**config.mk**
```make
export PLATFORM = sky130hd
export DESIGN_NAME = rem_sched
export DESIGN_NICKNAME = d
export VERILOG_FILES = /design/src/rtl/rem_sched.sv
export SDC_FILE = /design/constraint.sdc
export NUM_CORES = 1
export LEC_CHECK = 0
export BUFFER_PORTS_ARGS = -buffer_cell sky130_fd_sc_hd__buf_2
export CORE_MARGIN = 4
export CORE_UTILIZATION = 48
export CTS_BUF_LIST = sky130_fd_sc_hd__clkbuf_8 sky130_fd_sc_hd__clkbuf_16
export DETAILED_ROUTE_END_ITERATION = 10
export PLACE_DENSITY = 0.89
export SETUP_SLACK_MARGIN = 0.4
export SLEW_MARGIN = 30
export SYNTH_ARGS = -nofsm -noshare
export SYNTH_HDL_FRONTEND = slang
export SYNTH_SLANG_ARGS = --single-unit
```
**constraint.sdc**
```tcl
create_clock -name clk -period 2.2 [get_ports clk]
set_input_delay 0.22 -clock clk [delete_from_list [all_inputs] [get_ports clk]]
set_output_delay 0.22 -clock clk [all_outputs]
set_load 0.02 [all_outputs]
```
**src/rtl/rem_sched.sv**
```systemverilog
// rem_sched: two-port round-robin scheduler for an iterative-subtraction remainder unit.
// Ports:
//   clk, rst_n               clock, asynchronous active-low reset
//   req_valid/req_ready[1:0] per-port job handshake (req_ready combinational)
//   req_num0/req_den0        operands from port 0
//   req_num1/req_den1        operands from port 1
//   rsp_valid/rsp_ready[1:0] per-port result handshake (rsp_valid one-hot or zero)
//   rsp_rem, rsp_dbz         remainder and divide-by-zero flag
//   busy                     high while a job is held (CALC or DONE)
//   dbz_count                divide-by-zero event counter, live only with REM_SCHED_DBZ_CNT_EN
module rem_sched #(
  parameter int WIDTH = 3
) (
  input  logic             clk,
  input  logic             rst_n,
  input  logic [1:0]       req_valid,
  output logic [1:0]       req_ready,
  input  logic [WIDTH-1:0] req_num0,
  input  logic [WIDTH-1:0] req_den0,
  input  logic [WIDTH-1:0] req_num1,
  input  logic [WIDTH-1:0] req_den1,
  output logic [1:0]       rsp_valid,
  input  logic [1:0]       rsp_ready,
  output logic [WIDTH-1:0] rsp_rem,
  output logic             rsp_dbz,
  output logic             busy,
  output logic [7:0]       dbz_count
);
  typedef enum logic [1:0] {IDLE, CALC, DONE} state_t;
  state_t state, state_nx;
  logic [WIDTH-1:0] acc, acc_nx, den, den_nx, rem_nx, sel_num, sel_den;
  logic dbz_nx, owner, owner_nx, rr, rr_nx, grant;
  // rr only breaks ties; a lone requester always wins
  always_comb begin
    grant = &req_valid ? rr : req_valid[1];
    sel_num = grant ? req_num1 : req_num0;
    sel_den = grant ? req_den1 : req_den0;
    req_ready = 2'b00;
    state_nx = state;
    acc_nx = acc;
    den_nx = den;
    rem_nx = rsp_rem;
    dbz_nx = rsp_dbz;
    owner_nx = owner;
    rr_nx = rr;
    case (state)
      IDLE: begin
        req_ready = req_valid & (grant ? 2'b10 : 2'b01);
        if (|req_ready) begin
          owner_nx = grant;
          acc_nx = sel_num;
          den_nx = sel_den;
          dbz_nx = sel_den == '0;
          rem_nx = sel_den == '0 ? sel_num : rsp_rem;
          state_nx = sel_den == '0 ? DONE : CALC;
        end
      end
      CALC: begin
        if (acc >= den) acc_nx = acc - den;
        else begin
          rem_nx = acc;
          state_nx = DONE;
        end
      end
      DONE: begin
        if (rsp_ready[owner]) begin
          state_nx = IDLE;
          rr_nx = ~owner;
        end
      end
      default: state_nx = IDLE;
    endcase
  end
  always_ff @(posedge clk or negedge rst_n) begin
    if (!rst_n) begin
      state <= IDLE;
      acc <= '0;
      den <= '0;
      rsp_rem <= '0;
      rsp_dbz <= 1'b0;
      owner <= 1'b0;
      rr <= 1'b0;
    end else begin
      state <= state_nx;
      acc <= acc_nx;
      den <= den_nx;
      rsp_rem <= rem_nx;
      rsp_dbz <= dbz_nx;
      owner <= owner_nx;
      rr <= rr_nx;
    end
  end
  assign rsp_valid = state == DONE ? (owner ? 2'b10 : 2'b01) : 2'b00;
  assign busy = state != IDLE;
`ifdef REM_SCHED_DBZ_CNT_EN
  logic dbz_hit;
  assign dbz_hit = |req_ready && sel_den == '0;
  always_ff @(posedge clk or negedge rst_n) begin
    if (!rst_n) dbz_count <= 8'h00;
    else if (dbz_hit && dbz_count != 8'hFF) dbz_count <= dbz_count + 8'd1;
  end
`else
  assign dbz_count = 8'h00;
`endif
endmodule

```
==> results by group, run 1 <==
Status
  – Outcome: finished clean

Placement
  – HPWL Detailed: 1650 um
  – Placed cells: 147
  – Placer Congestion: 0.806
  – IO buf count: 26

Pwr
  – P_sw: 888 uW
  – Share of total power in sequential cells: 24.3%
  – Power Density: 1650 mW/mm2
  – Switching share of power: 42.3%
  – Peak supply drop: 0.983 mV
  – Combinational fraction of design power: 63.5%
  – Clock power frac: 12.2%
  – Cell Int Power: 1.21 mW
  – Leakage power: 0.645 nW

Global route
  – Initial antenna violation count: 0
  – Grt ovf: 0
  – All-layer global routing usage: 19.4%
  – Vias in the first global route: 847
  – First-pass GRT wire length: 3910 um
  – Pin count of the biggest net entering global routing: 15

Cells and area
  – Syn-to-layout area delta: 32.1%
  – Final Instance Count excl. Fillers: 162
  – Layout filler cell count: 140
  – Multi-input gate area: 594 um2
  – FF+latch area: 350 um2
  – Commonest non-fill, non-tap cell in the layout: buf_2
  – Layout cells sized above 1: 41.6%
  – Antenna diode count: 0
  – Nets: 160
  – Most frequent cells in the layout: 26 x buf_2, 14 x dfrtp_1, 9 x nand2_1

Detailed routing
  – Vias/cell: 5.40
  – 1st-iter DRT viols: 30
  – Remaining DRCs: 0
  – Drt pass-1 iters: 4
  – Vias: 875
  – WL per Instance: 15.9 um
  – Post-DRT Antenna Nets: 0
  – Routed WL: 2580 um

Clock network
  – CTS HTree Levels: 1
  – CTS root buffer: clkbuf_8
  – TritonCTS Buffers: 3
  – Clock buffer depth: 2
  – Sink Count: 14
  – CTS tree: built
  – Worst skew pair latency: 0.25 ns
  – Clk slew on worst S/H paths: 0.06 ns

Logic synthesis
  – Area contributors post-synth: dfrtp_1 36%, mux2i_1 7.3%, buf_4 6.2%
  – Sequential area share after synthesis: 36.4%
  – #FFs+latches synth: 14
  – YS warnings: 0
  – Yosys top cell area share: 36.4%
  – Area of the mapped netlist: 963 um2
  – Cells after Synth: 99
  – Area leader, netlist: dfrtp_1
  – Synth Area per Inst: 9.73 um2
  – Post-synth cell types: 32

Floorplanning
  – Initial Util: 52.9%
  – Placeable Area: 0.00182 mm2
  – Chip height: 52.8 um
  – Die ar.: 0.00279 mm2
  – Die Width: 52.8 um
  – Ports: 35
  – Row count: 15

Timing
  – Hold Vio Cnt, Final: 0
  – Setup TNS Final: 0 ns
  – Setup Skew: 0.00225 ns
  – Count of final max-slew check failures: 0
  – Final Critical Period: 1.82 ns
  – Slew at the pin with the worst max-slew slack: 0.678 ns
  – Setup violators final: 0
  – Worst rel slew slack: 54.5%
  – Hold slack: 0.264 ns
  – Max Clk Rate: 550 MHz
  – Setup repair after global routing missed its margin: true
  – Final Cycle Share: 82.7%

Worst setup path
  – Worst Path Required: 2.33 ns
  – Worst Setup EP: rsp_rem[0]
  – Launch point of the worst reg-to-reg path: acc[0]
  – R2R Setup Slk: 0.38 ns
  – Crit path launch: acc[0]
  – Worst R2R End: rsp_rem[0]
  – WS Path Type: flop to flop
  – Worst Path Arrival: 1.95 ns
  – Crit end category: flop
  – Worst path slowest cell: dfrtp_1
  – Critical path launch point type: flop
  – Register-to-Register Path Depth: 7
  – Crit-path max FO: 3
  – Worst-path cell chain: inv_1 -> ha_1 -> nand2b_4 -> a31oi_4 -> nand3b_1 -> a21o_4 -> mux2_4
  – Largest stage delay, worst path: 0.35 ns

Worst hold path
  – HP Class: input port to flop

Flow run
  – Maxcap violations: 0
## cell usage after synthesis
cell type and n:
dfrtp_1 14, nand2_1 9, buf_4 8, mux2i_1 7, nor2_1 6, inv_1 5, o21ai_1 5, a21oi_1 4
o21ai_0 4, a21o_1 3, ha_1 3, mux2_4 3, nand2b_1 3, nor2b_1 3, nor3_1 3, a31oi_1 2
mux2_2 2, a2111oi_4 1, a211o_1 1, a211oi_1 1, a21o_4 1, a311oi_2 1, and2_1 1, and3_1 1
buf_2 1, clkbuf_1 1, conb_1 1, fa_1 1, nand2_2 1, nand2b_2 1, nand3b_1 1, xnor2_1 1
## worst max-delay path, delay by kind of cell, from the launching register on
family	cells	cell delay, ns
compound gates	2	0.39
flops	1	0.35
mux	1	0.29
simple gates	2	0.29
fa+ha+maj	1	0.31
buf+inv	1	0.05
## timing repair
| action | CTS | global route |
|---|---|---|
| buffers inserted | 5 | 5 |
| endpoints found under the setup margin | 3 | 5 |
| endpoints found under the hold margin | 14 | 0 |
| hold buffers | 1 | 0 |
| pin swaps | 4 | 1 |
| resized for setup | 2 | 7 |
## power groups by stage
stage                     Clock (mW)  Sequential [mW]  Combinational, mW
final                          0.256            0.510               1.33
after global routing           0.267            0.526               1.45
after CTS                      0.254            0.503               1.11
after detailed placement           0            0.509              0.996
after global placement             0            0.502              0.946
after floorplan                    0            0.531              0.738
## cell families (layout without fill, tap and decap cells)
kind of cell	after synthesis	after routing	synth area share, %
xor+xnor	1	1	0.909
flops	14	14	36.4
other cells	1	8	0.389
mux	12	12	14.3
compound gates	23	23	18.1
fa+ha+maj	4	4	5.97
simple gates	29	29	14.9
buf+inv	15	46	9.09
## flip-flops by register name, summed over array words and instances, names as in the netlist
name     flops
rsp_rem      3
state        2
rsp_dbz      1
den          3
rr           1
acc          3
owner        1
## per-stage QoR
step / util, % / worst slack [ns] / power [mW] / instance area, um2
after floorplan: - / 0.402 / 1.27 / 1000
after global placement: 60.1 / 0.344 / 1.45 / 1090
after detailed placement: 60.1 / 0.261 / 1.51 / 1090
after CTS: 66.1 / 0.382 / 1.86 / 1200
after global routing: 69.9 / 0.303 / 2.24 / 1270
final: 69.9 / 0.381 / 2.10 / 1270
## final cells by class
cell class | instances | share of cell area [%]
repair buffers | 37 | 17.5
well taps | 25 | 2.46
multi-input cells | 77 | 46.7
clock buffers | 4 | 4.33
flip-flops and latches | 14 | 27.5
inverters | 5 | 1.47
## layer usage
| layer | track usage [%] | wire, um | vias to the layer above |
|---|---|---|---|
| li1 | - | - | 403 |
| met1 | 23.8 | 983 | 427 |
| met2 | 33.9 | 1380 | 38 |
| met3 | 1.14 | 151 | 7 |
| met4 | 9.36 | 63 | 0 |
| met5 | 0 | 0 | - |
## worst min-delay path by stage
stage / start / endpoint / slack [ns] / cells past startpoint
3_5_place_dp: rst_n / rsp_rem[0] / 0.13 / 1
6_report: req_den1[0] / den[0] / 0.26 / 3
2_1_floorplan: rst_n / acc[0] / -0.08 / 0
5_1_grt: req_den1[1] / den[1] / 0.28 / 3
3_3_place_gp: rst_n / rsp_rem[2] / 0.13 / 1
4_1_cts: req_den1[0] / den[0] / 0.27 / 3
Power figures use the tool's default switching activity.
==> run 2: changes to the inputs <==
Settings changed: CORE_UTILIZATION 48 to 43, PLACE_DENSITY 0.89 to 0.85.
Clock period 2.2 ns to 1.6 ns, I/O delays scaled along.
==> run 2 against run 1 <==
The run now ends with negative setup slack left. Non-clock buffer count increased by 14. Clock power is 35% higher. Critical path depth unchanged. Total power up 66%. Largest cell class unchanged. Largest power group unchanged. Highest routed layer unchanged.
==> results by group, run 2 (same netlist as run 1, synthesis figures left out) <==
Status
  – Outcome: complete, but fails checks
  – Violated checks: negative setup slack

Timing
  – Setup TNS Final: -1.27 ns (-1.27 ns)
  – Setup repair after global routing missed its margin: true
  – Count of final max-slew check failures: 0 (unchanged)
  – Final Critical Period: 1.87 ns (+0.0502 ns)
  – Hold slack: 0.206 ns (-0.0581 ns)
  – Setup violators final: 8 (+8)
  – Hold Vio Cnt, Final: 0 (unchanged)
  – Setup Skew: 0.00138 ns (-0.000879 ns)
  – Final Cycle Share: 117% (+34 points)
  – Max Clk Rate: 535 MHz (-2.7%)
  – Fin worst setup slack: -0.269 ns (-0.650 ns)

Flow run
  – Maxcap violations: 0 (unchanged)

Floorplanning
  – Row count: 16 (+1)
  – Ports: 35 (unchanged)
  – Initial Util: 47.2% (-5.7 points)
  – Chip height: 55.3 um (+4.8%)
  – Placeable Area: 0.00204 mm2 (+12%)
  – Die ar.: 0.00306 mm2 (+9.8%)
  – Die Width: 55.3 um (+4.8%)

Detailed routing
  – Vias: 933 (+6.6%)
  – Remaining DRCs: 0 (unchanged)
  – Drt pass-1 iters: 4 (unchanged)
  – Routed WL: 3170 um (+23%)
  – WL per Instance: 17.8 um (+12%)
  – 1st-iter DRT viols: 27 (-10%)
  – Post-DRT Antenna Nets: 0 (unchanged)
  – Vias/cell: 5.24 (-3.0%)

Clock network
  – Clk slew on worst S/H paths: 0.06 ns (about the same)
  – Sink Count: 14 (unchanged)
  – Clock buffer depth: 2 (unchanged)
  – CTS root buffer: clkbuf_8
  – TritonCTS Buffers: 3 (unchanged)
  – Worst skew pair latency: 0.25 ns (about the same)
  – CTS tree: built
  – CTS HTree Levels: 1 (unchanged)

Worst setup path
  – Worst Path Arrival: 2.00 ns (+0.05 ns)
  – Crit path launch: den[2]
  – Launch point of the worst reg-to-reg path: den[2]
  – Crit end category: flop
  – Critical path launch point type: flop
  – WS Path Type: flop to flop
  – Crit-path max FO: 3 (unchanged)
  – Worst Path Required: 1.73 ns (-0.60 ns)
  – Register-to-Register Path Depth: 7 (unchanged)

Global route
  – Grt ovf: 0 (unchanged)
  – Initial antenna violation count: 0 (unchanged)
  – Vias in the first global route: 941 (+11%)
  – Pin count of the biggest net entering global routing: 15 (unchanged)
  – First-pass GRT wire length: 4540 um (+16%)
  – All-layer global routing usage: 18.7% (-0.69 points)

Pwr
  – Switching share of power: 41.0% (-1.2 points)
  – Power Density: 2270 mW/mm2 (+38%)
  – Clock power frac: 9.9% (-2.3 points)
  – P_sw: 1.43 mW (+61%)
  – Share of total power in sequential cells: 20.0% (-4.3 points)
  – Power Total: 3.49 mW (+66%)
  – Combinational fraction of design power: 70.1% (+6.6 points)
  – Peak supply drop: 1.38 mV (+40%)
  – Leakage power: 0.752 nW (+17%)
  – Cell Int Power: 2.06 mW (+70%)

Cells and area
  – Commonest non-fill, non-tap cell in the layout: buf_2
  – Final Instance Count excl. Fillers: 178 (+9.9%)
  – Layout cells sized above 1: 53.0% (+11 points)
  – Antenna diode count: 0 (unchanged)
  – Syn-to-layout area delta: 59.5%
  – Nets: 174 (+8.8%)
  – Top flop regs: acc (3), den (3), rsp_rem (3)
  – Final Cell Area: 0.00154 mm2 (+21%)
  – Layout filler cell count: 139 (-0.71%)
  – Most frequent cells in the layout: 21 x buf_2, 16 x buf_6, 14 x dfrtp_1
  – Final Util: 75.2% (+5.3 points)

Placement
  – Cell Area, Placed: 0.00122 mm2 (+12%)
  – Placer Congestion: 0.775 (-3.8%)
  – Place WS: -0.241 ns (-0.502 ns)
  – Placed cells: 161 (+9.5%)
  – IO buf count: 26 (unchanged)
  – HPWL Detailed: 1830 um (+11%)

Worst hold path
  – HP Start: req_den1[1]
  – HP Class: input port to flop
  – WHS Path Cells: 3 (unchanged)
-- run 2: path summary, 6_finish.rpt --
check / end / slack (ns)
max: rsp_rem[1] / -0.27
min: den[1] / 0.21
max reg2reg: rsp_rem[1] / -0.27
min reg2reg: rsp_dbz / 0.53
max in group asynchronous: state[1] / 1.01
min in group asynchronous: state[0] / 0.34
-- run 2: worst max-delay path, cell delays in order (launching register included) --
cell	delay [ns]
dfrtp_1	0.40
inv_2	0.08
ha_4	0.21
a21o_1	0.19
a31oi_4	0.16
nand3b_1	0.16
a21o_4	0.27
mux2_4	0.29
-- run 2: metal layers --
layer	track usage (%)	vias up	wire, um
met1	19.3	453	1190
met2	36.7	38	1770
li1	-	436	-
met3	5.83	6	179
met5	0	-	0
met4	3.13	0	31
-- run 2: cell type report --
cell class | instances | area, um2 | share of cell area (%)
inverter | 5 | 21.3 | 1.38
clock buffer | 4 | 55.1 | 3.58
sequential | 14 | 350 | 22.8
multi-input combinational | 77 | 683 | 44.5
tap | 27 | 33.8 | 2.20
timing repair buffer | 51 | 393 | 25.6
-- run 2: timing repair --
item | CTS | global route
setup endpoints to repair | 18 | 19
pin swaps | 9 | 7
resized for setup | 34 | 6
hold endpoints to repair | 14 | 0
setup buffers | 10 | 2
hold buffers | 1 | 0
-- run 2: power groups by stage --
stage	registers (mW)	clock network (mW)	logic [mW]
global placement	0.663	0	1.61
detailed placement	0.679	0	1.69
global route	0.716	0.370	2.57
finish	0.699	0.346	2.45
CTS	0.684	0.353	2.22
floorplan	0.742	0	1.08
==> run 3: changes to the inputs <==
Settings changed: REMOVE_ABC_BUFFERS set to 1, SKIP_CTS_REPAIR_TIMING set to 1, TNS_END_PERCENT set to 100.
==> run 3 against run 2 <==
The run still ends with negative setup slack left. Hold slack got worse by 0.0057 ns. Clock-buffer cell count unchanged. Combinational power decreased by 4%.
==> results by group, run 3 (same netlist as run 1, synthesis figures left out) <==
Status
  – Outcome: complete, but fails checks
  – Violated checks: negative setup slack

Placement
  – Placer Congestion: 0.815 (+5.1%)
  – Placed cells: 164 (+1.9%)
  – IO buf count: 26 (unchanged)
  – HPWL Detailed: 1860 um (+1.5%)
  – Cell Area, Placed: 0.00120 mm2 (-2.1%)
  – Place WS: -0.327 ns (-0.0859 ns)

Clock network
  – Clk slew on worst S/H paths: 0.06 ns (about the same)
  – CTS tree: built
  – CTS HTree Levels: 1 (unchanged)
  – TritonCTS Buffers: 3 (unchanged)
  – Sink Count: 14 (unchanged)
  – Worst skew pair latency: 0.24 ns (about the same)
  – CTS root buffer: clkbuf_8
  – Clock buffer depth: 2 (unchanged)

Timing
  – Final Cycle Share: 115% (-2.0 points)
  – Max Clk Rate: 544 MHz (+1.7%)
  – Setup violators final: 8 (unchanged)
  – Fin worst setup slack: -0.238 ns (+0.0315 ns)
  – Count of final max-slew check failures: 0 (unchanged)
  – Hold Vio Cnt, Final: 0 (unchanged)
  – Setup Skew: 0.00110 ns (-0.000273 ns)
  – Hold slack: 0.200 ns (-0.00570 ns)
  – Setup repair after global routing missed its margin: true
  – Final Critical Period: 1.84 ns (-0.0315 ns)

Worst setup path
  – Worst path slowest cell: dfrtp_1
  – Crit-path max FO: 3 (unchanged)
  – Worst Path Required: 1.73 ns (about the same)
  – Worst path bufs/invs: 1 (unchanged)
  – Launch point of the worst reg-to-reg path: den[2]
  – Crit end category: flop
  – Worst-path cell chain: inv_2 -> ha_4 -> a21o_1 -> a31oi_4 -> nand3b_1 -> a21o_4 -> mux2_4
  – CP top delay family: compound AO/OA/AOI/OAI gates
  – WS Path Type: flop to flop
  – Crit path launch: den[2]
  – Critical path launch point type: flop
  – Largest stage delay, worst path: 0.39 ns (about the same)
  – Worst Path Arrival: 1.97 ns (-0.03 ns)

Global route
  – Grt ovf: 0 (unchanged)
  – Pin count of the biggest net entering global routing: 15 (unchanged)
  – Vias in the first global route: 877 (-6.8%)
  – Initial antenna violation count: 0 (unchanged)
  – All-layer global routing usage: 16.0% (-2.7 points)
  – First-pass GRT wire length: 3950 um (-13%)

Cells and area
  – Multi-input gate area: 671 um2 (-1.8%)
  – Commonest non-fill, non-tap cell in the layout: buf_2
  – Final Instance Count excl. Fillers: 176 (-1.1%)
  – Nets: 172 (-1.1%)
  – Final Cell Area: 0.00149 mm2 (-2.9%)
  – Most frequent cells in the layout: 21 x buf_2, 15 x buf_4, 14 x dfrtp_1
  – Top flop regs: acc (3), den (3), rsp_rem (3)
  – Syn-to-layout area delta: 54.8%
  – Layout filler cell count: 128 (-7.9%)
  – Antenna diode count: 0 (unchanged)
  – Layout cells sized above 1: 53.0% (about the same)
  – FF+latch area: 350 um2 (unchanged)

Detailed routing
  – Drt pass-1 iters: 4 (unchanged)
  – Routed WL: 3160 um (-0.54%)
  – 1st-iter DRT viols: 14 (-48%)
  – Vias/cell: 5.43 (+3.5%)
  – Post-DRT Antenna Nets: 0 (unchanged)
  – Remaining DRCs: 0 (unchanged)
  – Vias: 955 (+2.4%)
  – WL per Instance: 17.9 um (+0.59%)

Pwr
  – Leakage power: 0.738 nW (-1.8%)
  – Power Total: 3.40 mW (-2.6%)
  – Peak supply drop: 1.16 mV (-15%)
  – Power Density: 2280 mW/mm2 (+0.33%)

Worst hold path
  – HP Class: input port to flop
  – HP Start: rsp_ready[1]

Floorplanning
  – Die ar.: 0.00306 mm2 (unchanged)
  – Row count: 16 (unchanged)
  – Chip height: 55.3 um (unchanged)
  – Die Width: 55.3 um (unchanged)
  – Initial Util: 47.2% (unchanged)
  – Ports: 35 (unchanged)
  – Placeable Area: 0.00204 mm2 (unchanged)

Flow run
  – Maxcap violations: 0 (unchanged)
run 3: cell types whose count changed in the layout (fill, tap and decap cells not counted), sizes merged:
cell  delta
buf      -2
run 3: cell type report:
type / count / share of cell area [%]
well taps: 27 / 2.27
flip-flops and latches: 14 / 23.5
multi-input cells: 77 / 45.0
repair buffers: 49 / 24.3
clock buffers: 4 / 3.69
inverters: 5 / 1.26
run 3: path summary, 6_finish.rpt:
kind                               to  slack (ns)  cells after the start
max reg2reg                rsp_rem[2]       -0.24                      7
min                                rr        0.20                      4
min reg2reg                rsp_rem[0]        0.52                      1
max                        rsp_rem[2]       -0.24                      7
min in group asynchronous  rsp_rem[2]        0.36                      2
max in group asynchronous      den[2]        1.00                      2
run 3: stage by stage:
| stage | utilization [%] | setup TNS (ns) |
|---|---|---|
| after floorplan | - | -0.810 |
| after global placement | 58.6 | -0.983 |
| after detailed placement | 58.6 | -1.68 |
| after CTS | 61.3 | -2.00 |
| after global routing | 73.0 | -1.61 |
| final | 73.0 | -1.19 |
run 3: tightest hold or removal path, stage by stage:
cell and delay (ns):
buf_2 0.09, nand2_1 0.04, nand2_1 0.05, o21ai_1 0.05
run 3: where the power goes:
part / total, mW / leakage (nW) / internal, mW / switching (mW)
logic: 2.36 / 0.543 / 1.24 / 1.12
registers: 0.699 / 0.166 / 0.538 / 0.162
clock network: 0.346 / 0.0288 / 0.218 / 0.128
run 3: layer usage:
metal	share of wire [%]	wire length (um)	track usage, %
met2	55	1750	29.1
met3	4.9	155	3.73
met1	35	1100	17.3
met5	0	0	0
met4	4.7	148	7.29
